--- src/rtl/reg_file_param.sv ---
`timescale 1ns/1ps
// reg_file_param
// Parametrised register file for the single-cycle datapath: DEPTH = 2**ADDR_W
// words of DATA_W bits, two combinational read ports, one synchronous write
// port, an optional hardwired zero register, optional write-to-read bypass,
// and a valid/ready dump engine that streams every register to a debug sink.
//
// Ports
//   CLK, RESET              clock, synchronous active-high reset
//   WRITE, INADDRESS, IN    write port (commits on the rising edge)
//   OUT1ADDRESS, OUT1       read port 1 (combinational)
//   OUT2ADDRESS, OUT2       read port 2 (combinational)
//   DUMP_START              one-cycle request to start a dump
//   DUMP_READY              sink accepts the current beat
//   DUMP_VALID, DUMP_ADDR,  current beat
//   DUMP_DATA
//   DUMP_BUSY               dump engine not idle
//
// RD_DELAY / WR_DELAY describe the timing of the behavioural model this block
// replaces. This implementation is zero-delay; the parameters are kept so
// existing instantiations still elaborate.
module reg_file_param #(
  parameter int unsigned DATA_W   = 8,
  parameter int unsigned ADDR_W   = 3,
  parameter bit          ZERO_REG = 1'b0,
  parameter bit          BYPASS   = 1'b0,
  parameter int unsigned RD_DELAY = 2,
  parameter int unsigned WR_DELAY = 1
) (
  input  logic              CLK,
  input  logic              RESET,
  input  logic              WRITE,
  input  logic [ADDR_W-1:0] INADDRESS,
  input  logic [DATA_W-1:0] IN,
  input  logic [ADDR_W-1:0] OUT1ADDRESS,
  input  logic [ADDR_W-1:0] OUT2ADDRESS,
  output logic [DATA_W-1:0] OUT1,
  output logic [DATA_W-1:0] OUT2,
  input  logic              DUMP_START,
  input  logic              DUMP_READY,
  output logic              DUMP_VALID,
  output logic [ADDR_W-1:0] DUMP_ADDR,
  output logic [DATA_W-1:0] DUMP_DATA,
  output logic              DUMP_BUSY
);

  localparam int unsigned DEPTH = 2 ** ADDR_W;
  localparam logic [ADDR_W-1:0] LAST_ADDR = ADDR_W'(DEPTH - 1);

  // Timing annotations only; nothing to build.
  if ((RD_DELAY > 0) || (WR_DELAY > 0)) begin : g_delay_annotated
  end

  typedef enum logic {
    S_IDLE,
    S_SEND
  } state_t;

  logic [DATA_W-1:0] mem [DEPTH];
  state_t            state;
  logic [ADDR_W-1:0] ptr;

  logic wr_drop;
  logic wr_commit;
  logic byp_en;

  // A write to r0 is discarded when r0 is hardwired.
  assign wr_drop   = ZERO_REG && (INADDRESS == '0);
  assign wr_commit = WRITE && !RESET && !wr_drop;
  // Bypass only forwards writes that will actually land in the array.
  assign byp_en    = BYPASS && wr_commit;

  // Array: reset clears every word, otherwise one write per edge.
  always_ff @(posedge CLK) begin
    if (RESET) begin
      for (int i = 0; i < int'(DEPTH); i++) begin
        mem[i] <= '0;
      end
    end else if (wr_commit) begin
      mem[INADDRESS] <= IN;
    end
  end

  // Read ports resolve independently: zero register, then bypass, then array.
  always_comb begin
    OUT1 = mem[OUT1ADDRESS];
    if (ZERO_REG && (OUT1ADDRESS == '0)) begin
      OUT1 = '0;
    end else if (byp_en && (OUT1ADDRESS == INADDRESS)) begin
      OUT1 = IN;
    end
  end

  always_comb begin
    OUT2 = mem[OUT2ADDRESS];
    if (ZERO_REG && (OUT2ADDRESS == '0)) begin
      OUT2 = '0;
    end else if (byp_en && (OUT2ADDRESS == INADDRESS)) begin
      OUT2 = IN;
    end
  end

  // Dump engine: one beat per accepted handshake, DEPTH beats, no restart.
  always_ff @(posedge CLK) begin
    if (RESET) begin
      state <= S_IDLE;
      ptr   <= '0;
    end else begin
      case (state)
        S_IDLE: begin
          ptr <= '0;
          if (DUMP_START) begin
            state <= S_SEND;
          end
        end
        S_SEND: begin
          if (DUMP_READY) begin
            if (ptr == LAST_ADDR) begin
              state <= S_IDLE;
              ptr   <= '0;
            end else begin
              ptr <= ptr + ADDR_W'(1);
            end
          end
        end
        default: begin
          state <= S_IDLE;
          ptr   <= '0;
        end
      endcase
    end
  end

  assign DUMP_VALID = (state == S_SEND);
  assign DUMP_BUSY  = (state == S_SEND);
  assign DUMP_ADDR  = ptr;

  // Beat data tracks the live array, so a committed write shows up at once.
  always_comb begin
    DUMP_DATA = '0;
    if (state == S_SEND) begin
      if (ZERO_REG && (ptr == '0)) begin
        DUMP_DATA = '0;
      end else begin
        DUMP_DATA = mem[ptr];
      end
    end
  end

endmodule

--- config.mk ---
export PLATFORM = sky130hd
export DESIGN_NAME = reg_file_param
export DESIGN_NICKNAME = d
export VERILOG_FILES = /design/src/rtl/reg_file_param.sv
export SDC_FILE = /design/constraint.sdc
export NUM_CORES = 1
export LEC_CHECK = 0
export BUFFER_PORTS_ARGS = -buffer_cell sky130_fd_sc_hd__buf_2
export CAP_MARGIN = 0
export CORE_MARGIN = 4
export CORE_UTILIZATION = 45
export CTS_CLUSTER_SIZE = 25
export DETAILED_ROUTE_END_ITERATION = 7
export GPL_TIMING_DRIVEN = 0
export PLACE_DENSITY_LB_ADDON = 0.3
export SLEW_MARGIN = 10
export SYNTH_ARGS = -nofsm -noshare
export SYNTH_HDL_FRONTEND = slang
export SYNTH_SLANG_ARGS = --single-unit
export TNS_END_PERCENT = 10
--- constraint.sdc ---
create_clock -name CLK -period 1.8 [get_ports CLK]
set_clock_uncertainty 0.2 [all_clocks]
set_input_delay 0.36 -clock CLK [delete_from_list [all_inputs] [get_ports CLK]]
set_output_delay 0.36 -clock CLK [all_outputs]
set_load 0.01 [all_outputs]
# Yosys cells after proc, flatten, opt, wreduce, memory -nomap -nowiden
# Memories as Yosys holds them, arrays and structs flattened. A register that Yosys moved wholly into a read port is not among the register bits.
# Cells that the tools add are included.
# word_totals
ff_bits	4
latchBits	0
mem_bits_rw	64
mem_bits_ro	0
input_bits	22
out_inout_bits	29
word_cells	28
mem_count	1
# op_classes
add_sub_neg	1
mul	0
div	0
order_cmp	0
eq_ne	2
n_shift	0
mux	18
n_bitwise	1
reduce_logical	3
# memory_table
memory	depth	width	read_ports	rd_ports_with_merged_regs	write_ports	line_no	source
mem	8	8	3	1	8	59	logic [DATA_W-1:0] mem [DEPTH];
# op_table
operator	count
2-to-1 mux 8 bit	2
2-to-1 mux 3 bit	5
2-to-1 mux 1 bit	9
OR reduction 8 bit	1
one-hot mux 3 bit (2 select lines)	1
adder 3 x 1 -> 3 bit (second input constant)	1
equality test 3 bit (second input constant)	1
!= test 2 bit (second input constant)	1
one-hot mux 1 bit (2 select lines)	1
logical AND 1 bit	1
logical NOT 1 bit	1
NOT 1 bit	1

# Depth between registers and ports, before layout
# Gate-level depths: netlist of the first run.
# depth
word_depth	7
mapped_depth	5
ltp_nobuf	5

# Worst setup path before layout of the first run
# No wires, ideal clock.
# synth_path
path_type	register to output
from	reg with a tool-made name
to	out DUMP_DATA[5]
t_arrival_ns	1.434
required_time_ns	1.240
slack_ns	-0.194
stages_incl_launch_ff	6
path_buffers	2
path_cell_list	dfxtp_1 buf_2 buf_4 mux4_2 mux2i_1 nor2_1
# synth_lines
item	line_no	source
to (decl)	43	output logic [DATA_W-1:0] DUMP_DATA,

==> flow_summary_export.csv, run 1 <==
group,metric,value,unit
floorplanning,fp.dieW,106,um
timing,grt_setup_unrepaired,"yes",
logic_synthesis,yosysTopAreaCell,"edfxtp_1",
critical_path,critical_path.max_fanout,5,
timing,maxSlewViolCount,0,
timing,final.period_utilization,1.35,
critical_path,end_kind,"output pin",
logic_synthesis,async_flop_share,0,
grt,grt_max_degree,12,
grt,antenna_found_initial,0,
clocking,clk_latency,0.33,ns
logic_synthesis,postSynthCellCount,267,
logic_synthesis,yosysWarnings,0,
place,portBuffers,44,
grt,grt_pass1_wl,16.1,mm
critical_path,worstPathRequired,1.24,ns
logic_synthesis,netlist_top_cells_area,"edfxtp_1 45%, mux4_1 18%, mux4_2 10%, and2_1 9.3%, mux2_2 4.2%",
timing,hold_viol,0,
routing,ant_nets,0,
floorplanning,die-area,11100,um^2
place,hpwl,7.19,mm
critical_path,path_class,"flip-flop to output pin",
clocking,cts.sinks,71,
clocking,cts_made_buffers,9,
floorplanning,initial_utilization,0.464,
logic_synthesis,synth-seq-cells,71,
critical_path,r2r_start,"DUMP_ADDR[0]",
clocking,ctsHoldBuffers,0,
job,max_cap_violations,0,
grt,grt_pass1_vias,2760,
routing,vias_per_cell,5.63,
clocking,htree_levels,3,
routing,wire_per_inst,23.1,um
run_status,violations,"negative setup slack",
power,ir_drop,0.000352,V
logic_synthesis,synth_cell_type_count,26,
floorplanning,io_pins,51,
power,p_leak,1.88,nW
finish,diodes,0,
critical_path,worstPathArrival,1.86,ns
timing,fin_ws,-0.621,ns
clocking,cts_tree,"done",
clocking,cts_buffer_depth,2,
critical_path,slowest_stage,"mux4_2",
logic_synthesis,syn_nets,291,
finish,stdcell_count,460,
floorplanning,coreArea,9240,um^2
timing,slew_headroom,0.413,
logic_synthesis,yosysSeqAreaShare,0.481,
floorplanning,rows,35,
clocking,clk_pin_slew,0.07,ns
critical_path,slowest_delay,0.50,ns
logic_synthesis,ys.flop_type,"edfxtp_1",
critical_path,rrSetupSlack,0.43,ns
finish,drive_gt1_frac,0.480,
place,dp.cells,440,
logic_synthesis,synth_common_cells,"64 x and2_1, 64 x edfxtp_1, 29 x mux4_1",
critical_path,worst_path_most_repeated_cell,"buf_12",
logic_synthesis,synth_area_per_cell,16.0,um^2
routing,wirelength,10.6,mm
timing,period_minus_slack,2.42,ns
critical_path,start_kind,"flip-flop",
timing,finalSetupTns,-11.63,ns
routing,drt_iter0_drc,267,
min_path,hold_class,"primary input to flip-flop",
logic_synthesis,synth_edf_count,64,
grt,grt-ovfl-total,0,
floorplanning,die_h,106,um
critical_path,endpoint,"DUMP_DATA[7]",
power,powerDensity,757,nW/um^2
place,gp_congestion,0.775,
timing,setup_viol,32,
critical_path,r2r_cells,5,
clocking,root_buffer,"clkbuf_8",
finish,layout.nets,350,
critical_path,path_cells,"buf_12 > buf_12 > mux4_2 > mux2i_2 > nor2_1 > buf_2",
run_status,status,"complete, but fails checks",
timing,max_freq,413,MHz
finish,areaGrowthSynthToFinish,19.2,%
routing,first_pass_iters,4,
logic_synthesis,syn_area,4280,um^2
routing,remaining_drc_errors,0,
logic_synthesis,synth_top_cell_area_share,0.449,
timing,tightest_slew,0.881,ns
grt,grt_use_total,0.202,
routing,vias,2589,
-- how the worst min path moves through the flow --
stage	startpoint	to	slack [ns]	cells after the start
finish	DUMP_START	DUMP_BUSY	0.10	3
detailed placement	DUMP_ADDR[2]	DUMP_ADDR[2]	0.36	2
floorplan	DUMP_READY	DUMP_BUSY	0.28	1
global placement	DUMP_ADDR[2]	DUMP_ADDR[2]	0.35	2
global route	DUMP_READY	DUMP_BUSY	0.11	2
CTS	DUMP_READY	DUMP_BUSY	0.09	2
-- cell usage in the layout, fill, tap and decap left out, drive strengths merged --
cell / count
and2: 64
clkbuf: 19
mux2: 16
or3b: 1
nand2b: 3
nand2: 1
buf: 62
a21oi: 1
nor3b: 1
nor3: 2
mux2i: 10
a311oi: 1
mux4: 48
ha: 2
dfxtp: 7
nor2: 18
or2: 8
nand3b: 1
edfxtp: 64
inv: 2
-- repair_timing --
item	4_1_cts	5_1_grt
setup buffers	4	0
cloned	1	0
endpoints found under the setup margin	101	48
gates resized for setup	56	2
pin swaps	1	1
hold endpoints to repair	0	0
-- metrics by stage --
step / power [mW] / setup slack [ns] / utilization / hold WS [ns] / area, um^2
4_1_cts: 3.88 / -0.640 / 0.552 / 0.0878 / 5100
3_3_place_gp: 2.60 / -0.915 / 0.508 / 0.347 / 4700
5_1_grt: 4.01 / -0.696 / 0.553 / 0.107 / 5110
3_5_place_dp: 2.61 / -1.03 / 0.508 / 0.361 / 4700
6_report: 3.86 / -0.621 / 0.553 / 0.102 / 5110
2_1_floorplan: 2.40 / -0.123 / - / 0.275 / 4320
-- flip-flops by register name, summed over array words and instances (netlist names), named ones only --
signal,flops
mem,64
DUMP_BUSY,1
DUMP_ADDR,3
-- metal layers --
| metal | vias to the layer above | routed length [um] | global-route usage |
|---|---|---|---|
| met5 | - | 0 | 0 |
| met4 | 0 | 288 | 0.0999 |
| met3 | 20 | 960 | 0.0349 |
| met2 | 133 | 5520 | 0.333 |
| met1 | 1276 | 3870 | 0.259 |
| li1 | 1160 | - | - |
-- worst max-delay path, delay by kind of cell (launching register included) --
family / cells / cell delay [ns]
buffers and inverters: 3 / 0.40
flip-flops: 1 / 0.34
multiplexers: 2 / 0.70
AND/OR/NAND/NOR: 1 / 0.07
-- power by group --
part	switching, mW	internal, mW	leakage [nW]	total (mW)
combinational	0.288	0.407	1.11	0.694
sequential	0.0799	1.90	0.671	1.98
clock	0.539	0.654	0.0970	1.19
-- kinds of logic after synthesis --
logic type	Yosys count	share of synthesized area
fa+ha+maj	2	0.00584
simple gates	99	0.135
mux	74	0.343
flops	71	0.481
buf+inv	19	0.0310
compound gates	2	0.00321
-- cell type report --
class	instances	area (um^2)
plain buffers	16	183
well taps	129	161
clock buffers	16	190
inverters	2	7.51
fillers	778	4130
repair buffers	49	394
flip-flops and latches	71	2060
multi-input cells	177	2110
(Power assumes the default switching activity.)
==> inputs of run 2 (changes only) <==
- REMOVE_ABC_BUFFERS: not set -> 1
==> flow_summary_export.csv, run 2 (synthesis results as in run 1) <==
group,metric,value,unit
floorplanning,io_pins,51,
floorplanning,die_h,106,um
finish,top_register,"mem",
place,hpwl,6.57,mm
timing,whs,0.123,ns
critical_path,rrSetupSlack,0.35,ns
floorplanning,rows,35,
power,powerDensity,826,nW/um^2
routing,met3_length,726,um
timing,slew_headroom,0.577,
finish,post-route-util,0.543,
power,finalPower,4.15,mW
routing,vias_per_cell,5.65,
finish,drive_gt1_frac,0.472,
timing,maxSlewViolCount,0,
timing,max_freq,430,MHz
grt,grt_use_total,0.197,
finish,areaGrowthSynthToFinish,17.2,%
timing,tightest_slew,0.633,ns
power,p_leak,1.82,nW
place,pre_cts_slack,-0.921,ns
finish,final_cell_mix,"64 x and2_1, 64 x edfxtp_1, 48 x mux4_2, 32 x buf_2, 18 x buf_6",
clocking,htree_levels,3,
finish,layout.nets,341,
place,gp_congestion,0.807,
min_path,hold_class,"primary input to flip-flop",
timing,setup_viol,56,
run_status,violations,"negative setup slack",
routing,wirelength,10.5,mm
run_status,status,"complete, but fails checks",
finish,diodes,0,
timing,grt_setup_unrepaired,"yes",
routing,wire_per_inst,23.2,um
clocking,clk_pin_slew,0.08,ns
floorplanning,die-area,11100,um^2
critical_path,critical_path.max_fanout,7,
grt,grt-ovfl-total,0,
floorplanning,initial_utilization,0.464,
job,max_cap_violations,0,
timing,final.period_utilization,1.29,
finish,largest_register_ffs,64,
place,portBuffers,50,
clocking,clk_latency,0.34,ns
floorplanning,coreArea,9240,um^2
clocking,cts_buffer_depth,2,
routing,met1_length,4.00,mm
finish,stdcell_count,451,
critical_path,end_kind,"output pin",
critical_path,worstPathRequired,1.24,ns
critical_path,worstPathArrival,1.77,ns
place,dp.cells,429,
power,ir_drop,0.000304,V
floorplanning,fp.dieW,106,um
clocking,root_buffer,"clkbuf_8",
routing,top_layer_used,"met4",
routing,ant_nets,0,
grt,grt_max_degree,17,
grt,grt_pass1_wl,15.9,mm
routing,vias,2550,
routing,drt_iter0_drc,187,
timing,fin_ws,-0.528,ns
routing,wl_met2,5.65,mm
routing,first_pass_iters,4,
clocking,cts_made_buffers,9,
clocking,cts_tree,"done",
grt,grt_pass1_vias,2702,
timing,hold_viol,0,
timing,period_minus_slack,2.33,ns
clocking,cts.sinks,71,
critical_path,path_class,"flip-flop to output pin",
critical_path,start_kind,"flip-flop",
grt,antenna_found_initial,0,
routing,remaining_drc_errors,0,
-- run 2: area by class of cell --
type	instances	area, um^2
fill	769	4220
multi-input combinational	177	2080
sequential	71	2070
timing repair buffer	56	460
tap	129	161
clock buffer	11	131
clock inverter	5	106
inverter	2	7.51
-- run 2: worst max-delay path, stage by stage (launching register included) --
cell and delay (ns):
dfxtp_4 0.41, buf_12 0.15, mux4_2 0.50, mux2i_1 0.15, nor2_1 0.06, buf_2 0.15
-- run 2: final timing paths --
check,start,to,cells past startpoint
worst max-delay path,flip-flop,DUMP_DATA[4],5
worst min-delay path,DUMP_READY,DUMP_BUSY,2
worst max register to register,DUMP_ADDR[0],DUMP_ADDR[0],5
worst min register to register,DUMP_ADDR[1],flip-flop,2
-- run 2: through the flow --
stage | TNS [ns] | instance area, um^2
3_5_place_dp | -81.53 | 4570
4_1_cts | -11.72 | 5010
2_1_floorplan | -4.98 | 4160
3_3_place_gp | -87.21 | 4570
5_1_grt | -14.89 | 5020
6_report | -11.89 | 5020
-- run 2: where the power goes --
group / switching, mW / leakage (nW) / total, mW / internal (mW)
Sequential: 0.0756 / 0.672 / 1.97 / 1.89
Clock: 0.590 / 0.114 / 1.51 / 0.924
Combinational: 0.287 / 1.03 / 0.664 / 0.377
-- run 2: what timing repair did --
item	in CTS	in global routing
hold buffers	1	0
gates cloned	0	0
setup endpoints to repair	120	64
hold endpoints to repair	1	0
buffers inserted	5	0
pin swaps	4	3
resized for setup	79	5
-- run 2: metal layers --
metal,up-vias,GRT usage
li1,1135,-
met3,7,0.0337
met5,-,0
met1,1304,0.259
met2,104,0.329
met4,0,0.0703
